--- src/rtl/ps2_direction_queue.sv ---
// PS/2 scan-code to one-hot direction queue: synchronises the receiver strobe, decodes
// E0/F0 prefixed arrow keys, filters repeats and reversals and buffers requests in a FIFO.
module ps2_direction_queue #(
    parameter int         DEPTH        = 4,
    parameter bit         ACCEPT_PLAIN = 1'b1,
    parameter logic [3:0] INIT_DIR     = 4'b1000
) (
    input  logic       slow_VGA_CLK,
    input  logic       resetn,
    input  logic [7:0] scan_code,
    input  logic       scan_ready,
    input  logic       dir_pop,
    output logic [3:0] dir_req,
    output logic       dir_valid,
    output logic [4:0] fifo_count,
    output logic       overflow
);
    localparam int         PW       = $clog2(DEPTH);
    localparam logic [4:0] FULL_CNT = 5'(DEPTH);
    localparam logic [7:0] CODE_EXT = 8'hE0;
    localparam logic [7:0] CODE_BRK = 8'hF0;

    typedef enum logic [1:0] {IDLE, EXT, BRK, EXT_BRK} state_t;

    function automatic logic [3:0] arrow_dir(input logic [7:0] code);
        case (code)
            8'h75:   arrow_dir = 4'b0001;
            8'h6B:   arrow_dir = 4'b0010;
            8'h72:   arrow_dir = 4'b0100;
            8'h74:   arrow_dir = 4'b1000;
            default: arrow_dir = 4'b0000;
        endcase
    endfunction

    function automatic logic [3:0] opposite(input logic [3:0] d);
        opposite = {d[1], d[0], d[3], d[2]};
    endfunction

    logic          ready_p0, ready_p1, ready_p2;
    logic          fill_p0, fill_p1, armed;
    logic          byte_vld;
    state_t        state, state_nx;
    logic [3:0]    make_dir;
    logic          make_vld;
    logic [3:0]    last_dir;
    logic [3:0]    mem [DEPTH];
    logic [PW-1:0] wr_ptr, rd_ptr, rd_ptr_inc;
    logic [4:0]    count;
    logic          pop_eff, accept, full, push, drop;

    // Stage p0..p2: strobe synchroniser and edge detect. The edge detector is only
    // armed once the synchronised level has been seen low after reset, so a strobe
    // held high through reset release is not mistaken for a new byte.
    always_ff @(posedge slow_VGA_CLK or posedge resetn) begin
        if (resetn) begin
            ready_p0 <= 1'b0;
            ready_p1 <= 1'b0;
            ready_p2 <= 1'b0;
            fill_p0  <= 1'b0;
            fill_p1  <= 1'b0;
            armed    <= 1'b0;
        end else begin
            ready_p0 <= scan_ready;
            ready_p1 <= ready_p0;
            ready_p2 <= ready_p1;
            fill_p0  <= 1'b1;
            fill_p1  <= fill_p0;
            if (fill_p1 && !ready_p1)
                armed <= 1'b1;
        end
    end

    assign byte_vld = armed && ready_p1 && !ready_p2;

    // Prefix decoder: a make request is produced in the byte-event cycle itself.
    always_ff @(posedge slow_VGA_CLK or posedge resetn) begin
        if (resetn)
            state <= IDLE;
        else
            state <= state_nx;
    end

    always_comb begin
        state_nx = state;
        make_vld = 1'b0;
        make_dir = arrow_dir(scan_code);
        if (byte_vld) begin
            case (state)
                IDLE: begin
                    if (scan_code == CODE_EXT)
                        state_nx = EXT;
                    else if (scan_code == CODE_BRK)
                        state_nx = BRK;
                    else begin
                        state_nx = IDLE;
                        make_vld = ACCEPT_PLAIN && (make_dir != 4'b0000);
                    end
                end
                EXT: begin
                    if (scan_code == CODE_BRK)
                        state_nx = EXT_BRK;
                    else if (scan_code == CODE_EXT)
                        state_nx = EXT;
                    else begin
                        state_nx = IDLE;
                        make_vld = (make_dir != 4'b0000);
                    end
                end
                default: state_nx = IDLE;
            endcase
        end
    end

    // Filter and FIFO control
    always_comb begin
        rd_ptr_inc = rd_ptr + PW'(1);
        pop_eff    = dir_pop && (count != 5'd0);
        full       = (count == FULL_CNT);
        accept     = make_vld && (make_dir != last_dir) && (make_dir != opposite(last_dir));
        push       = accept && (!full || pop_eff);
        drop       = accept && full && !pop_eff;
    end

    always_ff @(posedge slow_VGA_CLK) begin
        if (push)
            mem[wr_ptr] <= make_dir;
    end

    always_ff @(posedge slow_VGA_CLK or posedge resetn) begin
        if (resetn) begin
            wr_ptr   <= '0;
            rd_ptr   <= '0;
            count    <= 5'd0;
            last_dir <= INIT_DIR;
            overflow <= 1'b0;
            dir_req  <= 4'b0000;
        end else begin
            if (push) begin
                wr_ptr   <= wr_ptr + PW'(1);
                last_dir <= make_dir;
            end
            if (pop_eff)
                rd_ptr <= rd_ptr_inc;
            if (drop)
                overflow <= 1'b1;
            case ({push, pop_eff})
                2'b10:   count <= count + 5'd1;
                2'b01:   count <= count - 5'd1;
                default: count <= count;
            endcase
            // Head register: the next entry, or the incoming request when it lands at the head.
            if (pop_eff) begin
                if (count > 5'd1)
                    dir_req <= mem[rd_ptr_inc];
                else if (push)
                    dir_req <= make_dir;
                else
                    dir_req <= 4'b0000;
            end else if (push && count == 5'd0) begin
                dir_req <= make_dir;
            end
        end
    end

    assign fifo_count = count;
    assign dir_valid  = (count != 5'd0);

endmodule

--- config.mk ---
export PLATFORM = sky130hd
export DESIGN_NAME = ps2_direction_queue
export DESIGN_NICKNAME = d
export VERILOG_FILES = /design/src/rtl/ps2_direction_queue.sv
export SDC_FILE = /design/constraint.sdc
export NUM_CORES = 1
export LEC_CHECK = 0
export CORE_ASPECT_RATIO = 1.2
export CORE_MARGIN = 2
export CORE_UTILIZATION = 30
export DETAILED_ROUTE_END_ITERATION = 6
export SLEW_MARGIN = 20
export SYNTH_ARGS = -nofsm -noshare
export SYNTH_HDL_FRONTEND = slang
export SYNTH_SLANG_ARGS = --single-unit
--- constraint.sdc ---
create_clock -name slow_VGA_CLK -period 2.7 [get_ports slow_VGA_CLK]
set_clock_uncertainty 0.05 [all_clocks]
set_input_delay 0.27 -clock slow_VGA_CLK [delete_from_list [all_inputs] [get_ports slow_VGA_CLK]]
set_output_delay 0.27 -clock slow_VGA_CLK [all_outputs]
set_load 0.01 [all_outputs]
==> results by group <==
STA
  – Tmin final: 2.48 ns
  – Period Utilization, post-route: 92.0%
  – Setup-failing EPs final: 0
  – F_max: 403 MHz
  – Setup WS post-layout: 0.216 ns
  – Worst Tran Pin Value: 0.648 ns
  – RSZ-0062 raised after global routing: false
  – Worst slew margin: 56.6%
  – Hold Fails Final Rpt: 0
  – Max-slew violations: 0

CTS
  – Setup Buffers After CTS: 0
  – Hold buffers post-CTS: 0
  – Clock latency on the worst-skew pair: 0.30 ns
  – CTS resizes: 0
  – Root buffer cell: clkbuf_8
  – TritonCTS buffer count: 5
  – Clk pin slew, worst setup/hold paths: 0.08 ns
  – CTS tree: yes
  – Clk buf depth: 2
  – Htree depth: 2
  – Clk sinks: 41

Synth
  – Flops & latches, synth: 41
  – Ys async rst share: 61.0%
  – Mapped cell area: 2310 um^2
  – EDFF count, synth: 16
  – Leading register cell type out of synthesis: dfrtp_1
  – Syn Nets: 223
  – Synth cell types: 62
  – Seq/Total Area, Yosys: 48.0%
  – Syn Area/Cell: 11.4 um^2
  – Syn Inst Count: 203
  – Synth warn: 0

Global route
  – Largest net degree at the start of global routing: 26
  – GRT Resource Usage Total: 12.9%
  – Met1 Track Usage GR: 14.4%
  – GR Util met3: 2.88%
  – First-pass GRT wire length: 8560 um
  – Met2 global-route usage: 22.7%
  – Initial antenna violation count: 0
  – Grt total ovfl: 0
  – Vias in the first global route: 1,864
  – Most Crowded Layer GR: met2

Finish
  – Fin area: 2900 um^2
  – # nets final: 272
  – # diodes: 0
  – Syn-to-layout area delta: 25.8%
  – Filler cells: 747
  – Layout cells sized above 1: 22.5%

Setup path
  – FF-to-FF setup slack: 0.45 ns
  – Crit. End Element: flip-flop
  – WP data required: 2.86 ns
  – Worst flop-to-flop path endpoint: fifo_count[1]
  – Crit path kind: primary input to flip-flop
  – Crit-path max FO: 12
  – WP data arrival: 2.65 ns
  – Critical path launch point type: primary input
  – Critical R2R Launch: fifo_count[0]
  – Reg2reg path depth: 7

Drt
  – DRC Markers: 0
  – DRT antenna net count: 0
  – WL/cell: 14.3 um
  – Initial DRT Pass Iterations: 4
  – Initial DRC count: 85
  – Vias per Instance: 5.14
  – Vias: 1,774
  – DRT Wirelength: 4950 um

Placed design
  – Placer Congestion: 0.787
  – Port buffer count: 22
  – Dpl hpwl: 3900 um
  – Pre-CTS setup slack: -0.0922 ns
  – DP Area: 2810 um^2

Die
  – Core Region: 7580 um^2
  – Starting density of the core: 30.5%
  – Die ar.: 8410 um^2
  – Die Width: 84.1 um
  – # rows: 35
  – Die Ht: 100 um
  – I/O pin count: 23

Min path
  – Worst Hold Class: primary input to asynchronous set/reset pin

Power and ir drop
  – Peak supply drop: 0.311 mV
  – Pleak: 0.00112 uW
  – Total Power: 1890 uW
  – Power Dens Cells: 650 nW/um^2

Outcome
  – Run status: complete, no violations

Flow run
  – Maxcap violations: 0
[sequential cells by signal, indices dropped and copies added, names as in the netlist]
signal / flops
dir_req: 4
overflow: 1
rd_ptr: 2
fill_p1: 1
fifo_count: 5
fill_p0: 1
last_dir: 4
ready_p0: 1
mem: 16
wr_ptr: 2
ready_p1: 1
state: 1
ready_p2: 1
armed: 1
[worst max path at each step]
stage,from,endpoint,depth (start not counted)
after floorplan,scan_code[3],mem[0][0],6
after global placement,scan_code[4],fifo_count[4],9
after detailed placement,scan_code[4],fifo_count[3],9
after CTS,scan_code[4],fifo_count[3],9
after global routing,scan_code[4],fifo_count[3],9
final,scan_code[4],fifo_count[3],9
[cell usage in the layout (no fill, tap or decap), types with 2 or more instances in the layout]
cell / netlist / routed
buf_4: 0 / 26
dfrtp_1: 24 / 24
clkdlybuf4s50_1: 0 / 22
edfxtp_1: 16 / 16
nor2_1: 13 / 13
nand2_1: 12 / 12
o21ai_0: 10 / 10
and3_1: 10 / 10
inv_1: 9 / 9
ha_1: 8 / 8
nor3_1: 6 / 6
nand2b_1: 5 / 5
a21oi_1: 5 / 5
o211ai_1: 5 / 5
clkbuf_8: 0 / 5
mux4_2: 4 / 4
o22ai_1: 4 / 4
nand3b_1: 3 / 3
nor4_1: 3 / 3
nand3_1: 3 / 3
a31oi_1: 3 / 3
and4_1: 3 / 3
a221oi_2: 3 / 3
xnor2_1: 3 / 3
mux2_2: 3 / 3
nor2b_1: 2 / 2
or2_1: 2 / 2
a211oi_2: 2 / 2
nand4_1: 2 / 2
o2111ai_1: 2 / 2
[per-stage QoR]
| stage | utilization, % | setup TNS (ns) | hold WS [ns] | std cells |
|---|---|---|---|---|
| floorplan | - | 0 | 0.247 | 203 |
| global placement | 37.1 | -0.459 | 0.282 | 337 |
| detailed placement | 37.1 | -1.67 | 0.286 | 337 |
| CTS | 38.3 | 0 | 0.276 | 345 |
| global route | 38.3 | 0 | 0.309 | 345 |
| finish | 38.3 | 0 | 0.264 | 345 |
[per-layer routing]
metal | routed length [um] | share of wire, %
met4 | 158 | 3.2
met3 | 195 | 3.9
met5 | 0 | 0
met1 | 2060 | 42
met2 | 2530 | 51
[where the power goes]
part | switching [uW] | total, uW | internal (uW)
Sequential | 144 | 873 | 730
Clock | 227 | 414 | 186
Combinational | 243 | 598 | 355
[Yosys cell counts (2+ instances only)]
cell type	number	area share, %
a211oi_2	2	1.1
a21oi_1	5	1.1
a221oi_2	3	2.0
a31oi_1	3	0.81
and3_1	10	2.7
and4_1	3	1.1
clkbuf_1	4	0.65
dfrtp_1	24	26
edfxtp_1	16	21
ha_1	8	4.3
inv_1	9	1.5
mux2_2	3	1.5
mux4_2	4	3.9
nand2_1	12	2.0
nand2b_1	5	1.4
nand3_1	3	0.65
nand3b_1	3	0.98
nand4_1	2	0.54
nor2_1	13	2.1
nor2b_1	2	0.54
nor3_1	6	1.3
nor4_1	3	0.81
o2111ai_1	2	0.76
o211ai_1	5	1.6
o21ai_0	10	2.2
o22ai_1	4	1.1
or2_1	2	0.54
xnor2_1	3	1.1
[final cells by class]
cell class	instances	area, um^2	area share, %
clock buffer	5	68.8	2.37
clock inverter	3	25.0	0.862
inverter	9	33.8	1.16
multi-input combinational	147	1140	39.2
sequential	41	1110	38.2
tap	92	115	3.97
timing repair buffer	48	415	14.3
[cell families after synthesis]
kind of cell | synth area share (%)
and+or+nand+nor | 19.9
AOI/OAI and AO/OA | 17.8
DFF | 48.0
buffers and inverters | 2.77
adders and majority gates | 4.34
muxes | 5.86
xor gates and xnor gates | 1.14
other | 0.163
[worst max-delay path: stages]
cell	delay, ns
clkdlybuf4s50_1	0.49
or3b_4	0.41
a211oi_2	0.24
nor3_1	0.12
o32ai_4	0.49
buf_4	0.22
buf_4	0.10
a31oi_1	0.09
a221oi_2	0.21
(Power assumes the default switching activity.)
